[src/rtl/instr_fetch_pkg.sv]
// Shared definitions for the instruction fetch stage: state encoding,
// default opcode/reset constants and instruction field widths.
package instr_fetch_pkg;

  typedef enum logic [1:0] {
    ST_IDLE = 2'd0,
    ST_RUN  = 2'd1,
    ST_HALT = 2'd2
  } fetch_state_t;

  localparam int PC_W      = 5;
  localparam int INSTR_W   = 32;
  localparam int OPCODE_W  = 6;
  localparam int REG_W     = 5;
  localparam int IMM_W     = 16;
  localparam int JTARGET_W = 26;

  localparam logic [OPCODE_W-1:0] OP_JUMP_DEF  = 6'd21;
  localparam logic [PC_W-1:0]     RESET_PC_DEF = 5'd2;

endpackage

[src/rtl/fetch_npc.sv]
// Next-PC priority select: redirect, then stall hold, then predecoded
// jump, then sequential increment. Purely combinational.
module fetch_npc
  import instr_fetch_pkg::*;
#(
  parameter logic [OPCODE_W-1:0] OP_JUMP = OP_JUMP_DEF
) (
  input  logic [PC_W-1:0]     pc,
  input  logic                redirect_valid,
  input  logic [PC_W-1:0]     redirect_pc,
  input  logic                stall,
  input  logic [OPCODE_W-1:0] opcode,
  input  logic [PC_W-1:0]     jump_target,
  output logic [PC_W-1:0]     npc
);

  always_comb begin
    if (redirect_valid)        npc = redirect_pc;
    else if (stall)            npc = pc;
    else if (opcode == OP_JUMP) npc = jump_target;
    else                       npc = pc + 5'd1;  // 31 wraps to 0
  end

endmodule

[src/rtl/instr_fetch.sv]
// Instruction fetch stage: PC register, IF/ID register, IDLE/RUN/HALT
// control and a saturating issue counter.
module instr_fetch
  import instr_fetch_pkg::*;
#(
  parameter logic [PC_W-1:0]     RESET_PC = RESET_PC_DEF,
  parameter logic [OPCODE_W-1:0] OP_JUMP  = OP_JUMP_DEF
) (
  input  logic                clk,
  input  logic                rst,
  input  logic                start,
  input  logic                stall,
  input  logic                redirect_valid,
  input  logic [PC_W-1:0]     redirect_pc,
  output logic [PC_W-1:0]     imem_addr,
  output logic                imem_we,
  output logic                imem_mode,
  input  logic [INSTR_W-1:0]  imem_data,
  output logic [INSTR_W-1:0]  if_instr,
  output logic [PC_W-1:0]     if_pc,
  output logic                if_valid,
  output logic                halted,
  output logic [15:0]         fetch_count
);

  fetch_state_t    state, state_next;
  logic [PC_W-1:0] pc, npc;
  logic            halt_det, issue, pc_load, hold_if;

  assign imem_addr = pc;
  assign imem_we   = 1'b0;
  assign imem_mode = 1'b0;
  assign halted    = (state == ST_HALT);

  fetch_npc #(.OP_JUMP(OP_JUMP)) u_npc (
    .pc             (pc),
    .redirect_valid (redirect_valid),
    .redirect_pc    (redirect_pc),
    .stall          (stall),
    .opcode         (imem_data[INSTR_W-1 -: OPCODE_W]),
    .jump_target    (imem_data[PC_W-1:0]),
    .npc            (npc)
  );

  // Redirect and stall both outrank halt detection.
  assign halt_det = (state == ST_RUN) && !redirect_valid && !stall &&
                    (imem_data == '0) && (pc >= RESET_PC);
  assign issue    = (state == ST_RUN) && !redirect_valid && !stall && !halt_det;
  assign pc_load  = ((state == ST_RUN) && !halt_det) ||
                    ((state == ST_HALT) && redirect_valid);
  assign hold_if  = (state == ST_RUN) && stall && !redirect_valid;

  // NOTE: next-state is assigned a default first so no path leaves it
  // unassigned, which would otherwise infer a latch.
  always_comb begin
    state_next = state;
    unique case (state)
      ST_IDLE: if (start)          state_next = ST_RUN;
      ST_RUN:  if (halt_det)       state_next = ST_HALT;
      ST_HALT: if (redirect_valid) state_next = ST_RUN;
               else if (start)     state_next = ST_IDLE;
      default:                     state_next = ST_IDLE;
    endcase
  end

  // NOTE: non-blocking assignments keep every register sampling the
  // pre-edge values, independent of statement order.
  always_ff @(posedge clk) begin
    if (rst) begin
      state       <= ST_IDLE;
      pc          <= RESET_PC;
      if_instr    <= '0;
      if_pc       <= '0;
      if_valid    <= 1'b0;
      fetch_count <= '0;
    end else begin
      state <= state_next;
      if (pc_load) pc <= npc;
      if (issue) begin
        if_instr <= imem_data;
        if_pc    <= pc;
        if_valid <= 1'b1;
        if (fetch_count != 16'hFFFF) fetch_count <= fetch_count + 16'd1;
      end else if (!hold_if) begin
        if_valid <= 1'b0;
      end
    end
  end

endmodule

[config.mk]
export PLATFORM = sky130hd
export DESIGN_NAME = instr_fetch
export DESIGN_NICKNAME = d
export VERILOG_FILES = /design/src/rtl/instr_fetch_pkg.sv /design/src/rtl/fetch_npc.sv /design/src/rtl/instr_fetch.sv
export SDC_FILE = /design/constraint.sdc
export NUM_CORES = 1
export LEC_CHECK = 0
export BUFFER_PORTS_ARGS = -buffer_cell sky130_fd_sc_hd__buf_2
export CORE_ASPECT_RATIO = 1.2
export CORE_MARGIN = 1.5
export CORE_UTILIZATION = 35
export CTS_BUF_LIST = sky130_fd_sc_hd__clkbuf_8
export CTS_CLUSTER_DIAMETER = 120
export DETAILED_ROUTE_END_ITERATION = 7
export GPL_ROUTABILITY_DRIVEN = 0
export PLACE_DENSITY = 0.68
export SYNTH_ARGS = -nofsm -noshare
export SYNTH_HDL_FRONTEND = slang
export SYNTH_SLANG_ARGS = --single-unit
[constraint.sdc]
create_clock -name clk -period 2.86 [get_ports clk]
set_input_delay 0.143 -clock clk [delete_from_list [all_inputs] [get_ports clk]]
set_output_delay 0.143 -clock clk [all_outputs]
set_load 0.02 [all_outputs]
==> results.py, run 1 <==
metrics = {
    "clock_network": {
        "hold_buffers": 0,
        "clock_path_buffers": 2,
        "cts.root.buffer_cell": "clkbuf_8",
        "cts_num_sinks": 61,
        "worstSkewPairLatency_ns": 0.34,
        "cts_tree": "yes",
        "postCtsSetupBuffers": 0,
        "cts_made_buffers": 9,
        "cts_resized": 0,
        "path_clk_slew_ns": 0.07,
        "htreeDepth": 3,
    },
    "global_routing": {
        "globalRouteOverflowTotal": 0,
        "antenna_found_initial": 0,
        "track_usage_pct": 17.2,
        "grt_pass1_vias": 2504,
        "grt_max_degree": 45,
        "grt_pass1_wl_um": 11700,
    },
    "layout": {
        "final_design_area_no_fill_um2": 3650,
        "utilization_pct": 47.1,
        "syn_to_final_growth_pct": 30.0,
        "fin_nets": 452,
        "diodes": 0,
        "stdcell_count": 504,
        "drive_gt1_share_pct": 32.3,
    },
    "synthesis": {
        "synth.most_common_cell": "dfxtp_1",
        "syn-cell-area_um2": 2810,
        "yosys-top-cells-count": "dfxtp_1 (61), nor2_1 (49), mux2i_1 (40), a21oi_1 (16), nand3_1 (12)",
        "yosysTopAreaCell": "dfxtp_1",
        "synth.area.top_cells": "dfxtp_1 (43%), mux2i_1 (14%), nor2_1 (6.5%), a21oi_1 (2.8%), nor4_1 (2.4%)",
        "synth_cell_type_count": 42,
        "synth_edf_count": 0,
        "synthArstFlopShare_pct": 0,
        "yosys_warnings": 0,
        "ys.flop_type": "dfxtp_1",
        "synth_seq_cells": 61,
        "synth_top_area_share_pct": 43.5,
        "ys_seq_area_share_pct": 43.5,
        "netlist_instances": 307,
        "avgSynthCellArea_um2": 9.15,
    },
    "routing": {
        "first_pass_iters": 8,
        "drcViolationCount": 7,
        "wl_per_cell_um": 14.4,
        "viasPerCell": 5.23,
        "postRouteAntennaNets": 0,
        "vias": 2636,
        "drtIter0Drc": 117,
        "totalWireLength_um": 7270,
    },
    "power": {
        "power.total_mw": 2.07,
        "swShare_pct": 24.3,
        "pwr-share-comb_pct": 10.8,
        "vdd_drop_max_mv": 0.261,
        "power_density_nw_per_um2": 567,
        "seqPwrFrac_pct": 43.3,
        "p_int_mw": 1.57,
        "leakagePower_nw": 1.81,
        "p_clk_share_pct": 46.0,
        "p_switching_mw": 0.503,
    },
    "sta": {
        "setup_violations": 0,
        "fin_skew_ns": 0.00799,
        "rsz0062_at_grt": "no",
        "finalSetupTns_ns": 0,
        "max_freq_mhz": 396,
        "hold_viol": 0,
        "hold_ws_ns": 0.0531,
        "slew_headroom_pct": 47.0,
        "slew_violations": 0,
        "tightest_slew_ns": 0.795,
        "fin_crit_ns": 2.52,
        "fin_ws_ns": 0.336,
        "finalCritPeriodShare_pct": 88.3,
    },
    "critical_path": {
        "critPathCaptureType": "flip-flop",
        "critPathMaxFanout": 29,
        "critical_path_required_ns": 3.09,
        "worstPathArrival_ns": 2.76,
        "critical_path.startpoint_type": "flip-flop",
        "critical_path_class": "reg -> reg",
    },
    "floorplanning": {
        "fp.coreArea_um2": 7750,
        "dieArea_um2": 8580,
        "start_util_pct": 36.3,
        "ioPinCount": 104,
        "die_w_um": 84.8,
        "fp.dieH_um": 101,
        "num_rows": 35,
    },
    "job": {
        "max-cap-violations": 0,
    },
    "placed_design": {
        "port_buffers": 101,
        "dpl_worst_slack_ns": 0.331,
        "dp.cells": 488,
        "dpl-instance-area_um2": 3400,
        "dp_hpwl_um": 5260,
    },
    "worst_hold_path": {
        "hp-class": "in -> reg",
    },
    "run_status": {
        "violations": "design-rule violations",
        "run_status": "finished, violations left",
    },
}
## power groups by stage
stage               Clock [mW]  Combinational [mW]  Sequential [mW]
floorplan                    0               0.110            0.940
global placement             0               0.221            0.913
detailed placement           0               0.225            0.914
CTS                      0.975               0.225            0.895
global route              1.02               0.245            0.899
finish                   0.951               0.223            0.896
## worst max-delay path, cell delays in order (launching register included)
cell,delay [ns]
dfxtp_1,0.44
inv_1,0.07
ha_1,0.20
or4_1,0.41
o211ai_2,0.28
nor3_2,0.07
buf_4,0.22
nor4b_1,0.35
mux2_2,0.37
## state kept, by name, summed over array words and instances, names as in the netlist
register     count
imem_addr        5
fetch_count     16
if_valid         1
state            2
if_pc            5
if_instr        32
## final timing paths
check        cells after the start  slack (ns)                      start                            to
max                              8        0.34  imem_addr[0]$_SDFFE_PP0P_  fetch_count[15]$_SDFFE_PP0P_
min reg2reg                      2        0.49  if_instr[10]$_SDFFE_PP0P_     if_instr[10]$_SDFFE_PP0P_
max reg2reg                      8        0.34  imem_addr[0]$_SDFFE_PP0P_  fetch_count[15]$_SDFFE_PP0P_
min                              3        0.05              imem_data[10]     if_instr[10]$_SDFFE_PP0P_
## area by class of cell
| cell class | instances | area (µm²) |
|---|---|---|
| Clock inverter | 6 | 110 |
| Clock buffer | 10 | 138 |
| Multi-Input combinational cell | 222 | 1490 |
| Inverter | 7 | 26.3 |
| Timing Repair Buffer | 106 | 556 |
| Sequential cell | 61 | 1220 |
| Fill cell | 782 | 4100 |
| Tap cell | 92 | 115 |
## cells by family after synthesis
group                      synth area share, %
and+or+nand+nor                           22.5
adders and majority gates                 1.34
DFF                                       43.5
xor gates and xnor gates                  1.25
AOI/OAI and AO/OA                         10.2
muxes                                     16.7
buffers and inverters                     4.45
other                                    0.133
## routing by layer
layer | up-vias | routed length, µm | GRT usage, % | part of all wire [%]
met2 | 78 | 3500 | 28.1 | 48
li1 | 1311 | - | - | -
met3 | 10 | 490 | 5.30 | 6.7
met4 | 0 | 111 | 6.68 | 1.5
met1 | 1237 | 3170 | 21.3 | 44
met5 | - | 0 | 0 | 0
## cells in the final DEF (no fill, tap or decap), drive strengths merged, types with 5 or more instances in the layout
master / count
a21oi: 16
buf: 106
clkbuf: 10
dfxtp: 61
inv: 7
mux2: 6
mux2i: 40
nand2: 10
nand3: 12
nor2: 49
nor2b: 6
nor3: 10
nor4: 11
o21ai: 5
o31ai: 8
or3: 6
or4: 7
Power figures use the tool's default switching activity.
==> run 2: changes to the inputs <==
Settings changed: CTS_CLUSTER_SIZE set to 8, PLACE_DENSITY 0.68 to not set, SKIP_CTS_REPAIR_TIMING set to 1.
==> run 2 against run 1 <==
The run still ends with design-rule violations left. Clock power decreased by 9.6%. Setup slack improved by 0.0036 ns. Register-to-register slack about the same. Via count decreased by 1.8%. Final cell count increased by 0.20%. Utilization decreased by 0.40 points. Die area unchanged. First-iteration DRC count decreased by 27%. Count of clock-buffer cells in the layout decreased by 1. Routed wire length decreased by 3.1%. Sequential share of layout area increased by 0.29 points. Non-clock buffer count increased by 1. Largest cell class unchanged.
==> results.py, run 2 (synthesized netlist as in run 1, its figures left out) <==
metrics = {
    "sta": {
        "hold_viol": 0,
        "finalCritPeriodShare_pct": 88.1,
        "slew_violations": 0,
        "fin_crit_ns": 2.52,
        "fin_skew_ns": 0.00879,
        "slew_headroom_pct": 44.9,
        "rsz0062_at_grt": "no",
        "tightest_slew_ns": 0.827,
        "setup_violations": 0,
        "finalSetupTns_ns": 0,
        "max_freq_mhz": 397,
    },
    "placed_design": {
        "port_buffers": 101,
        "dpl-instance-area_um2": 3400,
        "dp_hpwl_um": 5130,
    },
    "global_routing": {
        "globalRouteOverflowTotal": 0,
        "track_usage_pct": 16.6,
        "grt_pass1_wl_um": 11300,
        "antenna_found_initial": 0,
        "grt_max_degree": 48,
        "grt_pass1_vias": 2454,
    },
    "power": {
        "power_density_nw_per_um2": 545,
        "vdd_drop_max_mv": 0.325,
        "p_switching_mw": 0.515,
        "swShare_pct": 26.1,
        "seqPwrFrac_pct": 45.4,
        "p_int_mw": 1.46,
        "pwr-share-comb_pct": 11.1,
        "p_clk_share_pct": 43.5,
        "leakagePower_nw": 1.80,
    },
    "floorplanning": {
        "die_w_um": 84.8,
        "dieArea_um2": 8580,
        "start_util_pct": 36.3,
        "fp.dieH_um": 101,
        "ioPinCount": 104,
        "fp.coreArea_um2": 7750,
        "num_rows": 35,
    },
    "run_status": {
        "run_status": "finished, violations left",
        "violations": "design-rule violations",
    },
    "job": {
        "max-cap-violations": 0,
    },
    "critical_path": {
        "critPathCaptureType": "flip-flop",
        "timing.rr.start": "imem_addr[0]$_SDFFE_PP0P_",
        "critical_path_class": "reg -> reg",
        "rr_worst_depth": 8,
        "r2r-end": "fetch_count[15]$_SDFFE_PP0P_",
        "critical_path.startpoint_type": "flip-flop",
        "crit_start": "imem_addr[0]$_SDFFE_PP0P_",
        "r2r_setup_slack_ns": 0.34,
        "worstPathArrival_ns": 2.75,
        "critPathMaxFanout": 29,
        "critical_path_required_ns": 3.09,
        "crit_end": "fetch_count[15]$_SDFFE_PP0P_",
    },
    "layout": {
        "num-fill-cells": 792,
        "final_common_cell": "buf_2",
        "syn_to_final_growth_pct": 28.9,
        "largest_reg_flops": 32,
        "final_design_area_no_fill_um2": 3620,
        "drive_gt1_share_pct": 32.4,
        "multiInputGateArea_um2": 1490,
        "fin_nets": 453,
        "top_regs": "if_instr x32, fetch_count x16",
        "regArea_um2": 1220,
        "final_cell_mix": "buf_2 (101), dfxtp_1 (61), nor2_1 (49)",
        "diodes": 0,
        "regMostFlops": "if_instr",
        "utilization_pct": 46.7,
    },
    "clock_network": {
        "cts_tree": "yes",
        "cts_num_sinks": 61,
        "worstSkewPairLatency_ns": 0.34,
        "cts.root.buffer_cell": "clkbuf_8",
        "cts_made_buffers": 9,
        "path_clk_slew_ns": 0.08,
        "clock_path_buffers": 2,
        "htreeDepth": 3,
    },
    "routing": {
        "vias": 2588,
        "postRouteAntennaNets": 0,
        "first_pass_iters": 7,
        "totalWireLength_um": 7050,
        "drtIter0Drc": 85,
        "wl_per_cell_um": 14.0,
        "viasPerCell": 5.12,
        "drcViolationCount": 5,
    },
    "worst_hold_path": {
        "hp-class": "in -> reg",
    },
}
## run 2: cell count changes in the layout (fill, tap and decap cells not counted), sizes merged
cell / delta
inv: +2
clkbuf: -1
buf: +1
bufinv: -1
## run 2: layout make-up
cell class / instances / share of cell area [%]
well taps: 92 / 3.18
clock inverters: 7 / 2.70
multi-input cells: 222 / 41.1
inverters: 7 / 0.726
clock buffers: 9 / 3.42
repair buffers: 107 / 15.2
flip-flops and latches: 61 / 33.7
## run 2: layer usage
metal	wire length [µm]	up-vias	global-route usage (%)
li1	-	1305	-
met1	3140	1200	20.4
met2	3280	70	26.5
met3	513	13	6.19
met4	115	0	6.18
met5	0	-	0
## run 2: stage by stage
| stage | hold WS (ns) | worst slack (ns) | std cells | power, mW |
|---|---|---|---|---|
| 3_3_place_gp | 0.391 | 0.409 | 489 | 1.13 |
| 3_5_place_dp | 0.402 | 0.328 | 489 | 1.14 |
| 4_1_cts | 0.0348 | 0.312 | 505 | 2.00 |
| 2_1_floorplan | 0.287 | 0.499 | 308 | 1.05 |
| 6_report | 0.0465 | 0.340 | 505 | 1.97 |
| 5_1_grt | 0.0505 | 0.168 | 505 | 2.07 |
## run 2: worst min path at each step
stage / from / to / slack (ns) / cells after the start
3_5_place_dp: imem_data[25] / if_instr[25]$_SDFFE_PP0P_ / 0.40 / 3
6_report: imem_data[23] / if_instr[23]$_SDFFE_PP0P_ / 0.05 / 3
2_1_floorplan: imem_data[0] / if_instr[0]$_SDFFE_PP0P_ / 0.29 / 2
3_3_place_gp: imem_data[25] / if_instr[25]$_SDFFE_PP0P_ / 0.39 / 3
5_1_grt: imem_data[8] / if_instr[8]$_SDFFE_PP0P_ / 0.05 / 3
4_1_cts: imem_data[23] / if_instr[23]$_SDFFE_PP0P_ / 0.03 / 3
## run 2: power groups by stage
stage,clock [mW],sequential (mW),combinational [mW]
floorplan,0,0.940,0.110
global placement,0,0.915,0.219
detailed placement,0,0.915,0.221
CTS,0.887,0.895,0.222
global route,0.930,0.899,0.240
finish,0.860,0.895,0.219
## run 2: critical path: stages, from the launching register on
cell      delay (ns)
dfxtp_1         0.44
inv_1           0.07
ha_1            0.19
or4_1           0.41
o211ai_2        0.29
nor3_2          0.07
buf_4           0.22
nor4b_1         0.34
mux2_2          0.37
